### config.mk
export PLATFORM = sky130hd
export DESIGN_NAME = mem_access_stage_flat
export DESIGN_NICKNAME = d
export VERILOG_FILES = /design/src/rtl/mem_stage_pkg.sv /design/src/rtl/mem_access_stage_if.sv /design/src/rtl/mem_access_stage_mem_wb_register.sv /design/src/rtl/mem_access_stage.sv /design/src/flat_wrapper.sv
export SDC_FILE = /design/constraint.sdc
export NUM_CORES = 1
export LEC_CHECK = 0
export CAP_MARGIN = 10
export CORE_ASPECT_RATIO = 0.9
export CORE_MARGIN = 2
export CORE_UTILIZATION = 38
export DETAILED_ROUTE_END_ITERATION = 12
export PLACE_DENSITY_LB_ADDON = 0.2
export SLEW_MARGIN = 20
export SYNTH_ARGS = -nofsm -noshare
export SYNTH_HDL_FRONTEND = slang
export SYNTH_SLANG_ARGS = --single-unit
### constraint.sdc
create_clock -name clk -period 1.4 [get_ports clk]
set_input_delay 0.28 -clock clk [delete_from_list [all_inputs] [get_ports clk]]
set_output_delay 0.28 -clock clk [all_outputs]
set_load 0.005 [all_outputs]
### src/rtl/mem_stage_pkg.sv
// Shared definitions for the MEM pipeline stage: FSM state encoding,
// control-bit positions within m_ctl/wb_ctl, and the default WAIT timeout.
package mem_stage_pkg;

  typedef enum logic {
    S_IDLE = 1'b0,
    S_WAIT = 1'b1
  } state_t;

  localparam int unsigned M_BRANCH    = 2;
  localparam int unsigned M_MEMREAD   = 1;
  localparam int unsigned M_MEMWRITE  = 0;

  localparam int unsigned WB_REGWRITE = 1;
  localparam int unsigned WB_MEMTOREG = 0;

  localparam int unsigned TIMEOUT_DEFAULT = 16;

endpackage

### src/rtl/mem_access_stage_if.sv
// Data-memory request/ack bus between the MEM stage (master) and memory (slave).
interface mem_access_stage_if;

  logic        dmem_req;
  logic        dmem_we;
  logic [31:0] dmem_addr;
  logic [31:0] dmem_wdata;
  logic        dmem_ack;
  logic [31:0] dmem_rdata;

  modport master (
    output dmem_req, dmem_we, dmem_addr, dmem_wdata,
    input  dmem_ack, dmem_rdata
  );

  modport slave (
    input  dmem_req, dmem_we, dmem_addr, dmem_wdata,
    output dmem_ack, dmem_rdata
  );

endinterface

### src/rtl/mem_access_stage_mem_wb_register.sv
// MEM/WB pipeline register: a bubble clears valid and wb_ctl; read data is
// only overwritten when rdata_en marks a completing read.
module MEM_WB_register (
  input  logic        clk,
  input  logic        rst_n,
  input  logic        load_valid,
  input  logic [1:0]  wb_ctl_d,
  input  logic        rdata_en,
  input  logic [31:0] rdata_d,
  input  logic [31:0] alu_result_d,
  input  logic [4:0]  wreg_d,
  output logic        valid,
  output logic [1:0]  wb_ctl,
  output logic [31:0] rdata,
  output logic [31:0] alu_result,
  output logic [4:0]  wreg
);

  always_ff @(posedge clk or negedge rst_n) begin
    if (!rst_n) begin
      valid      <= 1'b0;
      wb_ctl     <= '0;
      rdata      <= '0;
      alu_result <= '0;
      wreg       <= '0;
    end else begin
      valid  <= load_valid;
      wb_ctl <= load_valid ? wb_ctl_d : 2'b00;
      if (load_valid) begin
        alu_result <= alu_result_d;
        wreg       <= wreg_d;
      end
      if (rdata_en) begin
        rdata <= rdata_d;
      end
    end
  end

endmodule

### src/rtl/mem_access_stage.sv
// MEM pipeline stage: issues data-memory accesses, stalls until ack or timeout,
// resolves branches and feeds MEM/WB. Optional macro: MEM_ALIGN_CHECK_EN.
module mem_access_stage
  import mem_stage_pkg::*;
#(
  parameter int unsigned TIMEOUT = TIMEOUT_DEFAULT
) (
  input  logic                     clk,
  input  logic                     rst_n,
  input  logic                     in_valid,
  input  logic [1:0]               in_wb_ctl,
  input  logic [2:0]               in_m_ctl,
  input  logic [31:0]              in_add_result,
  input  logic                     in_zero,
  input  logic [31:0]              in_alu_result,
  input  logic [31:0]              in_rdata2,
  input  logic [4:0]               in_wreg,
  output logic                     stall,
  output logic                     pcsrc,
  output logic [31:0]              branch_target,
  mem_access_stage_if.master       dmem,
  output logic                     mem_wb_valid,
  output logic [1:0]               mem_wb_wb_ctl,
  output logic [31:0]              mem_wb_rdata,
  output logic [31:0]              mem_wb_alu_result,
  output logic [4:0]               mem_wb_wreg,
  output logic                     mem_err
);

  localparam int unsigned CW = (TIMEOUT > 1) ? $clog2(TIMEOUT) : 1;

  state_t          state;
  logic [CW-1:0]   cnt;
  logic            req_we;
  logic [31:0]     req_addr;
  logic [31:0]     req_wdata;

  logic            memread, memwrite, is_mem, misalign, access;
  logic            req_c, we_c;
  logic [31:0]     addr_c, wdata_c;
  logic            timeout_now, complete;
  logic [1:0]      wb_eff;
  logic            wb_load_valid, wb_rdata_en;

  assign memread  = in_m_ctl[M_MEMREAD];
  assign memwrite = in_m_ctl[M_MEMWRITE];
  assign is_mem   = in_valid & (memread | memwrite);

`ifdef MEM_ALIGN_CHECK_EN
  assign misalign = is_mem & (in_alu_result[1:0] != 2'b00);
`else
  assign misalign = 1'b0;
`endif

  assign access = is_mem & ~misalign;

  // In WAIT the bus is driven from the copies captured at issue, so memory
  // sees a stable request regardless of what the inputs do.
  always_comb begin
    req_c   = 1'b0;
    we_c    = 1'b0;
    addr_c  = '0;
    wdata_c = '0;
    if (state == S_WAIT) begin
      req_c   = 1'b1;
      we_c    = req_we;
      addr_c  = req_addr;
      wdata_c = req_wdata;
    end else if (access) begin
      req_c   = 1'b1;
      we_c    = memwrite;
      addr_c  = in_alu_result;
      wdata_c = in_rdata2;
    end
  end

  always_comb begin
    wb_eff = in_wb_ctl;
    if (memread & memwrite) begin
      wb_eff[WB_REGWRITE] = 1'b0;
    end
  end

  assign timeout_now = (state == S_WAIT) && (cnt == CW'(TIMEOUT - 1)) && !dmem.dmem_ack;
  assign complete    = req_c & dmem.dmem_ack;

  // Stall drops in the timeout cycle so upstream advances on the abort edge.
  assign stall = rst_n & req_c & ~dmem.dmem_ack & ~timeout_now;

  assign dmem.dmem_req   = rst_n & req_c;
  assign dmem.dmem_we    = rst_n & we_c;
  assign dmem.dmem_addr  = rst_n ? addr_c  : '0;
  assign dmem.dmem_wdata = rst_n ? wdata_c : '0;

  assign pcsrc         = rst_n & in_valid & in_m_ctl[M_BRANCH] & in_zero;
  assign branch_target = rst_n ? in_add_result : '0;

  assign wb_load_valid = complete | ((state == S_IDLE) & in_valid & ~is_mem);
  assign wb_rdata_en   = complete & ~we_c;

  always_ff @(posedge clk or negedge rst_n) begin
    if (!rst_n) begin
      state     <= S_IDLE;
      cnt       <= '0;
      req_we    <= 1'b0;
      req_addr  <= '0;
      req_wdata <= '0;
      mem_err   <= 1'b0;
    end else begin
      mem_err <= timeout_now | ((state == S_IDLE) & misalign);
      case (state)
        S_IDLE: begin
          if (access && !dmem.dmem_ack) begin
            state     <= S_WAIT;
            cnt       <= '0;
            req_we    <= memwrite;
            req_addr  <= in_alu_result;
            req_wdata <= in_rdata2;
          end
        end
        S_WAIT: begin
          if (dmem.dmem_ack || timeout_now) begin
            state <= S_IDLE;
            cnt   <= '0;
          end else begin
            cnt <= cnt + CW'(1);
          end
        end
        default: state <= S_IDLE;
      endcase
    end
  end

  MEM_WB_register u_mem_wb (
    .clk          (clk),
    .rst_n        (rst_n),
    .load_valid   (wb_load_valid),
    .wb_ctl_d     (wb_eff),
    .rdata_en     (wb_rdata_en),
    .rdata_d      (dmem.dmem_rdata),
    .alu_result_d (in_alu_result),
    .wreg_d       (in_wreg),
    .valid        (mem_wb_valid),
    .wb_ctl       (mem_wb_wb_ctl),
    .rdata        (mem_wb_rdata),
    .alu_result   (mem_wb_alu_result),
    .wreg         (mem_wb_wreg)
  );

endmodule

### src/flat_wrapper.sv
// flat-port wrapper written by rule: the top's interface ports become plain ports
module mem_access_stage_flat import mem_stage_pkg::*;
#(
  parameter int unsigned TIMEOUT = TIMEOUT_DEFAULT
)
  (clk, rst_n, in_valid, in_wb_ctl, in_m_ctl, in_add_result, in_zero, in_alu_result, in_rdata2, in_wreg, stall, pcsrc, branch_target, mem_wb_valid, mem_wb_wb_ctl, mem_wb_rdata, mem_wb_alu_result, mem_wb_wreg, mem_err, dmem_dmem_req, dmem_dmem_we, dmem_dmem_addr, dmem_dmem_wdata, dmem_dmem_ack, dmem_dmem_rdata);
  mem_access_stage_if dmem_i ();
  input  logic clk;
  input  logic rst_n;
  input  logic in_valid;
  input  logic [1:0] in_wb_ctl;
  input  logic [2:0] in_m_ctl;
  input  logic [31:0] in_add_result;
  input  logic in_zero;
  input  logic [31:0] in_alu_result;
  input  logic [31:0] in_rdata2;
  input  logic [4:0] in_wreg;
  output logic stall;
  output logic pcsrc;
  output logic [31:0] branch_target;
  output logic mem_wb_valid;
  output logic [1:0] mem_wb_wb_ctl;
  output logic [31:0] mem_wb_rdata;
  output logic [31:0] mem_wb_alu_result;
  output logic [4:0] mem_wb_wreg;
  output logic mem_err;
  output wire logic [$bits(dmem_i.dmem_req)-1:0] dmem_dmem_req;
  output wire logic [$bits(dmem_i.dmem_we)-1:0] dmem_dmem_we;
  output wire logic [$bits(dmem_i.dmem_addr)-1:0] dmem_dmem_addr;
  output wire logic [$bits(dmem_i.dmem_wdata)-1:0] dmem_dmem_wdata;
  input wire logic [$bits(dmem_i.dmem_ack)-1:0] dmem_dmem_ack;
  input wire logic [$bits(dmem_i.dmem_rdata)-1:0] dmem_dmem_rdata;
  assign dmem_dmem_req = dmem_i.dmem_req;
  assign dmem_dmem_we = dmem_i.dmem_we;
  assign dmem_dmem_addr = dmem_i.dmem_addr;
  assign dmem_dmem_wdata = dmem_i.dmem_wdata;
  assign dmem_i.dmem_ack = dmem_dmem_ack;
  assign dmem_i.dmem_rdata = dmem_dmem_rdata;
  mem_access_stage #(.TIMEOUT(TIMEOUT)) u_core (.clk(clk), .rst_n(rst_n), .in_valid(in_valid), .in_wb_ctl(in_wb_ctl), .in_m_ctl(in_m_ctl), .in_add_result(in_add_result), .in_zero(in_zero), .in_alu_result(in_alu_result), .in_rdata2(in_rdata2), .in_wreg(in_wreg), .stall(stall), .pcsrc(pcsrc), .branch_target(branch_target), .dmem(dmem_i), .mem_wb_valid(mem_wb_valid), .mem_wb_wb_ctl(mem_wb_wb_ctl), .mem_wb_rdata(mem_wb_rdata), .mem_wb_alu_result(mem_wb_alu_result), .mem_wb_wreg(mem_wb_wreg), .mem_err(mem_err));
endmodule
==> results of run 1 <==
synthesized netlist by cell type:
| cell type | number |
|---|---|
| buf_2 | 15 |
| o21ai_0 | 2 |
| a22o_1 | 1 |
| nor3_1 | 2 |
| inv_1 | 4 |
| nand3_1 | 65 |
| nor2b_1 | 2 |
| o22ai_2 | 1 |
| o21ai_1 | 1 |
| buf_6 | 7 |
| clkbuf_1 | 20 |
| mux2_1 | 5 |
| buf_4 | 5 |
| and4_1 | 1 |
| a221o_1 | 2 |
| mux2_2 | 130 |
| nand2_1 | 68 |
| o21ai_4 | 1 |
| and2_1 | 34 |
| a211oi_1 | 1 |
| ha_1 | 1 |
| and3_1 | 1 |
| a21boi_0 | 64 |
| or2_2 | 1 |
| nand2b_1 | 1 |
| o21a_1 | 2 |
| nor3b_1 | 2 |
| nor3_2 | 1 |
| and4bb_2 | 1 |
| dfrtp_1 | 143 |
| nor2_1 | 3 |
registers in the layout (all words and copies together), names as in the netlist:
name and cells:
u_core.u_mem_wb.wreg 5, u_core.req_we 1, u_core.req_addr 32, u_core.mem_err 1, u_core.cnt 4, u_core.u_mem_wb.rdata 32, u_core.u_mem_wb.valid 1, u_core.u_mem_wb.wb_ctl 2
u_core.req_wdata 32, u_core.state 1, u_core.u_mem_wb.alu_result 32
metal layers:
metal / up-vias / global-route usage
li1: 2957 / -
met1: 3301 / 0.331
met2: 288 / 0.484
met3: 41 / 0.0840
met4: 0 / 0.0915
met5: - / 0
through the flow:
| stage | area [um2] | instances |
|---|---|---|
| 6_report | 13000 | 1292 |
| 5_1_grt | 13000 | 1292 |
| 4_1_cts | 12700 | 1283 |
| 3_5_place_dp | 10900 | 1188 |
| 3_3_place_gp | 10900 | 1188 |
| 2_1_floorplan | 6910 | 587 |
cell type report:
| type | instances | area (um2) | area share |
|---|---|---|---|
| Timing Repair Buffer | 480 | 4950 | 0.382 |
| Clock inverter | 11 | 175 | 0.0135 |
| Inverter | 4 | 22.5 | 0.00174 |
| Clock buffer | 21 | 480 | 0.0371 |
| Multi-Input combinational cell | 393 | 3450 | 0.266 |
| Sequential cell | 143 | 3580 | 0.276 |
| Tap cell | 240 | 300 | 0.0232 |
cell families (layout without fill, tap and decap cells):
logic type	count (synthesis)	after routing	synth area share
buffers and inverters	51	516	0.0410
AOI/OAI and AO/OA	75	75	0.0839
adders and majority gates	1	1	0.00182
and+or+nand+nor	182	182	0.130
muxes	135	135	0.222
DFF	143	143	0.522
critical path: cells and delay by family, from the launching register on:
| kind | cells | cell delay (ns) |
|---|---|---|
| buf+inv | 3 | 0.68 |
| flops | 1 | 0.44 |
| compound gates | 1 | 0.15 |
| simple gates | 1 | 0.07 |
what timing repair did:
item	4_1_cts	5_1_grt
hold buffers	5	0
gates cloned	20	4
pin swaps	15	10
endpoints found under the setup margin	315	316
setup buffers	40	11
gates resized for setup	343	81
endpoints found under the hold margin	54	0
report_power, final:
part	internal [uW]	switching [uW]
logic	3500	1810
registers	5130	587
clock network	3190	1790
total	11800	4180
final timing paths:
check	start	to	slack, ns
max in group asynchronous	rst_n	u_core.req_wdata[28]$_DFFE_PN0P_	0.60
setup / recovery	u_core.state$_DFF_PN0_	dmem_dmem_wdata[26]	-0.64
hold / removal	rst_n	u_core.u_mem_wb.alu_result[31]$_DFFE_PN0P_	0.04
min in group clk	in_wb_ctl[0]	u_core.u_mem_wb.wb_ctl[0]$_DFF_PN0_	0.40
hold reg to reg	u_core.u_mem_wb.alu_result[5]$_DFFE_PN0P_	u_core.u_mem_wb.alu_result[5]$_DFFE_PN0P_	0.50
setup reg to reg	u_core.state$_DFF_PN0_	u_core.u_mem_wb.alu_result[16]$_DFFE_PN0P_	-0.59
==> impl_metrics.tcl, run 1 <==
set metrics [dict create \
    grt_setup_unrepaired "yes" \
    num_vias 6587 \
    crit_fanout 7 \
    p_per_area_mw_per_mm2 1240 \
    drt_iter0_markers 271 \
    grt_max_degree 36 \
    drv_cap 0 \
    final_util 0.733 \
    setup_tns_ns -127.65 \
    cts_buffer_depth 2 \
    grt_pass1_vias 7155 \
    synth_top_area_frac 0.522 \
    nets 1183 \
    critPathRequiredTime_ns 1.12 \
    io_pins 316 \
    layout_common_cells "242 x clkdlybuf4s50_1, 142 x dfrtp_1, 99 x buf_4" \
    chipWidth_um 146 \
    ir_drop_mv 0.917 \
    relSlewSlack 0.771 \
    min_period_over_period 1.46 \
    crit_slowest_cell "dfrtp_2" \
    worstPathCellList "buf_6, bufbuf_16, nand2_1, a21boi_1, clkdlybuf4s15_2" \
    clk_pin_slew_ns 0.06 \
    grt_overflow 0 \
    dr_wl_met3_mm 1.94 \
    met1Wirelength_mm 10.9 \
    fill_cells 1233 \
    ys_types 31 \
    synth_top_cell_by_area "dfrtp_1" \
    tritoncts "yes" \
    slowest_delay_ns 0.44 \
    port_buffers 315 \
    dieArea_mm2 0.0191 \
    cts-htree-levels 4 \
    top_layer "met4" \
    preCtsSetupSlack_ns -1.13 \
    worst_pin_slew_ns 0.344 \
    drive_above_1_share 0.401 \
    slew_violations 0 \
    cts_sinks 143 \
    numCtsBuffers 17 \
    setup_viol 314 \
    syn_area_per_cell_um2 11.7 \
    cts_root_buffer "clkbuf_16" \
    synth_fp_nets 731 \
    gp_congestion 0.887 \
    synth-seq-area-share 0.522 \
    wl_mm 27.4 \
    violations "negative setup slack" \
    final_common_cell "clkdlybuf4s50_1" \
    synthToLayoutAreaGrowth_pct 88.8 \
    hpwl_mm 16.3 \
    hold_violations 0 \
    rr_worst_depth 7 \
    grt_pass1_wl_mm 41.1 \
    vias_per_cell 5.10 \
    ys_seq_elements 143 \
    p_leak_uw 0.00581 \
    start_kind "flop" \
    finClkSkew_ns 0.00736 \
    antenna_cells 0 \
    antenna_found_initial 0 \
    synthTopCellsByArea "dfrtp_1 52%, mux2_2 21%, a21boi_0 7.0%" \
    fin_ws_ns -0.642 \
    cp.arrival_ns 1.76 \
    wl_per_cell_um 21.2 \
    end_kind "output pin" \
    syn_inst 587 \
    period_needed_ns 2.04 \
    std_cell_rows 46 \
    ys_warn_count 0 \
    status "finished with violations" \
    fmax_mhz 490 \
    crit_type "flop to output pin" \
    ant_nets 0 \
    drc 0 \
    wl_met2_mm 13.9 \
    grt_usage 0.279 \
    hp-class "input port to async pin" \
    die_y_um 131 \
    fin_hold_ws_ns 0.0398 \
    core_area_mm2 0.0177 \
    synth_area_mm2 0.00686 \
    worstSkewPairLatency_ns 0.42 \
    initial_utilization 0.388 \
    drt_pass1_iterations 5 \
    finalPower_uw 16000 \
]
(Power assumes the default switching activity.)
==> inputs of run 2 (changes only) <==
--- a/config.mk
+++ b/config.mk
@@ -8,8 +8,9 @@
 export CAP_MARGIN = 10
 export CORE_ASPECT_RATIO = 0.9
 export CORE_MARGIN = 2
-export CORE_UTILIZATION = 38
+export CORE_UTILIZATION = 46
 export DETAILED_ROUTE_END_ITERATION = 12
+export DONT_BUFFER_PORTS = 1
 export PLACE_DENSITY_LB_ADDON = 0.2
 export SLEW_MARGIN = 20
 export SYNTH_ARGS = -nofsm -noshare
==> run 2 against run 1 <==
  * The flow finishes with violations (negative hold slack, negative setup slack)
  * Combinational power fell by 41%
  * Sequential share of layout area rose by 8.4 points
  * Critical endpoint is now stall
  * Via count fell by 21%
  * Die area fell by 17%
  * Non-clock buffer count fell by 342
  * Critical path depth fell by 1
  * Worst hold slack got worse by 0.48 ns
  * Worst setup slack improved by 0.19 ns
  * Global-route usage fell by 3.6 points
  * Sequential power rose by 2%
  * Clock-buffer cell count fell by 1
==> impl_metrics.tcl, run 2 (synthesis gave the netlist of run 1 again) <==
set metrics [dict create \
    end_kind "output pin" \
    grt_pass1_wl_mm 29.6 \
    initial_utilization 0.468 \
    layout_common_cells "142 x dfrtp_1, 73 x mux2_2, 69 x dlygate4sd3_1" \
    wl_per_cell_um 23.3 \
    antenna_cells 0 \
    ant_nets 0 \
    status "finished with violations" \
    slew_violations 0 \
    place_area_mm2 0.00723 \
    drt_pass1_iterations 4 \
    grt_max_degree 243 \
    nets 842 \
    crit_type "flop to output pin" \
    violations "negative hold slack, negative setup slack" \
    antenna_found_initial 0 \
    cts_sinks 143 \
    worstSkewPairLatency_ns 0.41 \
    grtUsageMet1 0.287 \
    critPathRequiredTime_ns 1.12 \
    use_met2 0.416 \
    fin_area_mm2 0.00994 \
    cts_buffer_depth 2 \
    drive_above_1_share 0.478 \
    relSlewSlack 0.793 \
    fin_hold_ws_ns -0.442 \
    drv_cap 0 \
    synthToLayoutAreaGrowth_pct 44.8 \
    fill_cells 1033 \
    chipWidth_um 133 \
    preCtsSetupSlack_ns -0.207 \
    hpwl_mm 11.4 \
    grt_use_met3 0.0870 \
    std_cell_rows 42 \
    io_pins 316 \
    grt_overflow 0 \
    die_y_um 120 \
    ir_drop_mv 0.926 \
    grt_pass1_vias 5360 \
    tritoncts "yes" \
    gp_congestion 0.743 \
    core_area_mm2 0.0147 \
    hold_violations 143 \
    drt_iter0_markers 230 \
    final_common_cell "dfrtp_1" \
    num_vias 5183 \
    wl_mm 21.2 \
    drc 0 \
    hp-class "input port to async pin" \
    grt_busiest_layer "met2" \
    p_per_area_mw_per_mm2 1370 \
    cts-htree-levels 4 \
    start_kind "flop" \
    numCtsBuffers 17 \
    grt_setup_unrepaired "yes" \
    port_buffers 0 \
    p_leak_uw 0.00422 \
    setup_viol 204 \
    fin_ws_ns -0.448 \
    finClkSkew_ns 0.00765 \
    clk_pin_slew_ns 0.06 \
    period_needed_ns 1.85 \
    grt_usage 0.243 \
    worst_pin_slew_ns 0.310 \
    cp.arrival_ns 1.57 \
    dieArea_mm2 0.0159 \
    min_period_over_period 1.32 \
    cts_root_buffer "clkbuf_16" \
    fmax_mhz 541 \
    crit_fanout 13 \
    vias_per_cell 5.70 \
]
## run 2: changes by cell type in the layout (fill, tap and decap cells not counted), sizes merged, moves of 3 or more
cell,before,now
bufbuf,4,1
dlygate4sd3,3,69
dlygate4sd2,10,0
clkinv,1,6
clkdlybuf4s15,12,0
buf,202,63
clkdlybuf4s50,242,0
## run 2: through the flow
step	hold slack (ns)	total power, uW	setup TNS, ns	cells	utilization
floorplan	-0.0156	7250	-3.41	587	-
global placement	-0.0125	7680	-23.89	772	0.493
detailed placement	-0.0119	7820	-28.96	772	0.493
CTS	-0.458	13300	-66.71	880	0.633
global route	-0.466	14200	-80.93	909	0.678
finish	-0.442	13600	-69.75	909	0.678
## run 2: worst paths after layout
path	from	to	slack [ns]	cells after the start
worst max-delay path	u_core.state$_DFF_PN0_	stall	-0.45	4
worst min-delay path	rst_n	u_core.u_mem_wb.alu_result[27]$_DFFE_PN0P_	-0.44	0
worst max register to register	u_core.state$_DFF_PN0_	u_core.req_addr[30]$_DFFE_PN0P_	-0.42	7
worst min register to register	u_core.req_addr[4]$_DFFE_PN0P_	u_core.req_addr[4]$_DFFE_PN0P_	0.51	1
max in group asynchronous	rst_n	u_core.req_wdata[6]$_DFFE_PN0P_	1.56	0
min in group clk	in_rdata2[1]	u_core.req_wdata[1]$_DFFE_PN0P_	0.01	1
## run 2: critical path: stages, from the launching register on
cell and delay (ns):
dfrtp_2 0.42, buf_8 0.15, buf_12 0.15, buf_4 0.14, a211oi_4 0.29
## run 2: power by group
| part | switching, uW | leakage, uW | total [uW] | internal (uW) |
|---|---|---|---|---|
| clock | 1750 | 0.000297 | 4660 | 2910 |
| combinational | 1150 | 0.00223 | 3120 | 1970 |
| sequential | 723 | 0.00170 | 5850 | 5130 |
| total | 3630 | 0.00422 | 13600 | 10000 |
## run 2: per-layer routing
metal / wire [um] / vias up
met4: 359 / 0
met3: 1860 / 26
met2: 10900 / 252
met5: 0 / -
li1: - / 2274
met1: 8060 / 2631
## run 2: repair_timing
action	in CTS	in global routing
setup buffers	15	9
endpoints found under the setup margin	204	208
pin swaps	13	12
gates resized for setup	144	93
hold endpoints to repair	194	166
gates cloned	15	5
hold buffers	46	23
## run 2: final cells by class
class                      count  area, um2  area share
multi-input combinational    393       3660       0.368
sequential                   143       3580       0.360
timing repair buffer         138       1800       0.181
clock buffer                  20        457      0.0460
tap                          198        248      0.0249
clock inverter                12        159      0.0160
inverter                       4       27.5     0.00277
timing repair inverter         1       6.26    0.000630
==> inputs of run 3 (changes only) <==
--- a/config.mk
+++ b/config.mk
@@ -15,4 +15,5 @@
 export SLEW_MARGIN = 20
 export SYNTH_ARGS = -nofsm -noshare
 export SYNTH_HDL_FRONTEND = slang
+export SYNTH_HIERARCHICAL = 1
 export SYNTH_SLANG_ARGS = --single-unit
==> run 3 against run 2 <==
  * The run still ends with negative hold slack, negative setup slack left
  * Critical path depth increased by 3
  * Die area increased by 4.9%
  * Worst hold slack worse by 0.010 ns
  * Final area rose by 5.4%
  * Via count is 2.0% higher
  * First-iteration DRC count increased by 25%
  * Clock skew is 0.0011 ns higher
  * Routed wire length up 4.4%
  * Worst setup slack got worse by 0.028 ns
  * Clock-buffer cell count fell by 2
  * Total power decreased by 0.90%
  * Clock power grew 1%
==> impl_metrics.tcl, run 3 <==
set metrics [dict create \
    status "finished with violations" \
    violations "negative hold slack, negative setup slack" \
    worstSkewPairLatency_ns 0.43 \
    grt_overflow 0 \
    p_leak_uw 0.00445 \
    worst_pin_slew_ns 0.343 \
    layout_common_cells "142 x dfrtp_1, 129 x mux2_4, 104 x dlygate4sd3_1" \
    ys_types 33 \
    end_kind "flop" \
    synth_top_area_frac 0.496 \
    async_flop_share 1.00 \
    num_vias 5286 \
    drv_cap 0 \
    nets 866 \
    chipWidth_um 136 \
    tritoncts "yes" \
    clk_pin_slew_ns 0.06 \
    synthTopCellsByCount "143 x dfrtp_1, 72 x mux2_4, 67 x nand2_1" \
    ys.flop_type "dfrtp_1" \
    crit_fanout 7 \
    synth-seq-area-share 0.496 \
    antenna_found_initial 0 \
    drive_above_1_share 0.449 \
    slew_violations 0 \
    slowest_delay_ns 0.49 \
    numCtsBuffers 17 \
    port_buffers 0 \
    wl_mm 22.1 \
    ys_seq_elements 143 \
    fin_area_mm2 0.0105 \
    ant_nets 0 \
    vias_per_cell 5.64 \
    cts_sinks 143 \
    initial_utilization 0.469 \
    hp-class "input port to async pin" \
    ir_drop_mv 0.991 \
    syn_inst 589 \
    fin_hold_ws_ns -0.452 \
    drt_iter0_markers 288 \
    hpwl_mm 11.5 \
    cp.arrival_ns 2.18 \
    grt_pass1_wl_mm 29.9 \
    worstPathCellList "buf_6, buf_6, nor3_4, o22a_4, buf_12, buf_12, mux2_4" \
    p_per_area_mw_per_mm2 1290 \
    fill_cells 1099 \
    wl_per_cell_um 23.6 \
    min_period_over_period 1.34 \
    crit_slowest_cell "dfrtp_2" \
    grt_usage 0.236 \
    drt_pass1_iterations 4 \
    synth_top_cell_by_area "dfrtp_1" \
    start_kind "flop" \
    grt_setup_unrepaired "yes" \
    synth_area_mm2 0.00721 \
    final_util 0.680 \
    io_pins 316 \
    antenna_cells 0 \
    final_common_cell "dfrtp_1" \
    gp_congestion 0.728 \
    grt_pass1_vias 5413 \
    synthTopCellsByArea "dfrtp_1 50%, mux2_4 15%, mux2_2 9.5%" \
    ys_warn_count 6 \
    finClkSkew_ns 0.00873 \
    synthToLayoutAreaGrowth_pct 45.2 \
    core_area_mm2 0.0154 \
    fmax_mhz 533 \
    cts_buffer_depth 2 \
    cts-htree-levels 4 \
    relSlewSlack 0.769 \
    drc 0 \
    syn_area_per_cell_um2 12.2 \
    synth_fp_nets 733 \
    setup_viol 203 \
    fin_ws_ns -0.476 \
    place_area_mm2 0.00745 \
    die_y_um 123 \
    std_cell_rows 43 \
    synth_most_common_cell "dfrtp_1" \
    dieArea_mm2 0.0167 \
    hold_violations 143 \
    crit_type "flop to flop" \
    finalPower_uw 13500 \
    period_needed_ns 1.88 \
    cts_root_buffer "clkbuf_16" \
    grt_max_degree 244 \
    synth_edf_count 0 \
    critPathRequiredTime_ns 1.71 \
]
[run 3: cell count changes after synthesis, sizes merged, moves of 2 or more]
cell / before / now
and2: 34 / 36
buf: 27 / 29
nor2: 3 / 5
o21ai: 4 / 1
[run 3: where the power goes]
part	switching [uW]	internal, uW	leakage, uW	total [uW]
Sequential	687	5040	0.00170	5730
Combinational	1070	2000	0.00246	3060
Clock	1890	2840	0.000293	4720
[run 3: worst max-delay path: cells and delay by family, from the launching register on]
kind                   cells  cell delay [ns]
buffers and inverters      4             0.53
flip-flops                 1             0.49
AO/OA/AOI/OAI              1             0.30
multiplexers               1             0.30
AND/OR/NAND/NOR            1             0.13
[run 3: layout make-up]
type / count / area (um2) / share of cell area
inverters: 3 / 16.3 / 0.00155
clock inverters: 14 / 183 / 0.0174
multi-input cells: 395 / 4010 / 0.383
clock buffers: 18 / 429 / 0.0410
well taps: 202 / 253 / 0.0241
flip-flops and latches: 143 / 3580 / 0.342
repair buffers: 162 / 2000 / 0.191
[run 3: cell families (layout without fill, tap and decap cells)]
group / after synthesis / after routing / share of synthesized area
multiplexers: 134 / 134 / 0.247
adder cells (fa/ha/maj): 1 / 1 / 0.00173
AND/OR/NAND/NOR: 185 / 185 / 0.125
buffers and inverters: 51 / 197 / 0.0510
flip-flops: 143 / 143 / 0.496
AO/OA/AOI/OAI: 75 / 75 / 0.0790
[run 3: final timing paths]
path                                                       start  slack (ns)                                   endpoint  depth (start not counted)
worst max-delay path                      u_core/state$_DFF_PN0_       -0.48  u_core/u_mem_wb/alu_result[9]$_DFFE_PN0P_                          7
worst max register to register            u_core/state$_DFF_PN0_       -0.48  u_core/u_mem_wb/alu_result[9]$_DFFE_PN0P_                          7
worst min-delay path                                       rst_n       -0.45  u_core/u_mem_wb/alu_result[7]$_DFFE_PN0P_                          0
worst min register to register  u_core/req_wdata[17]$_DFFE_PN0P_        0.50           u_core/req_wdata[17]$_DFFE_PN0P_                          1
max in group asynchronous                                  rst_n        1.54           u_core/req_wdata[17]$_DFFE_PN0P_                          0
min in group clk                                     in_m_ctl[1]        0.04                  u_core/req_we$_DFFE_PN0P_                          2
[run 3: timing repair]
item / CTS / global route
gates resized for setup: 117 / 93
endpoints found under the hold margin: 277 / 145
endpoints found under the setup margin: 205 / 208
cloned: 8 / 9
pin swaps: 29 / 10
hold buffers: 102 / 2
setup buffers: 10 / 6
[run 3: routing by layer]
metal	share of wire	wire length [um]	vias up	GRT usage
met4	0.014	303	0	0.0664
met2	0.48	10500	238	0.380
li1	-	-	2315	-
met1	0.43	9430	2708	0.305
met3	0.082	1820	25	0.0777
met5	0	0	-	0
[run 3: stage by stage]
| step | cells | hold WS, ns | setup WS, ns | setup TNS [ns] |
|---|---|---|---|---|
| CTS | 922 | -0.475 | -0.460 | -75.93 |
| floorplan | 589 | -0.0156 | -0.264 | -19.52 |
| detailed placement | 770 | -0.0111 | -0.284 | -29.25 |
| finish | 937 | -0.452 | -0.476 | -79.66 |
| global route | 937 | -0.476 | -0.541 | -89.50 |
| global placement | 770 | -0.0109 | -0.296 | -19.73 |
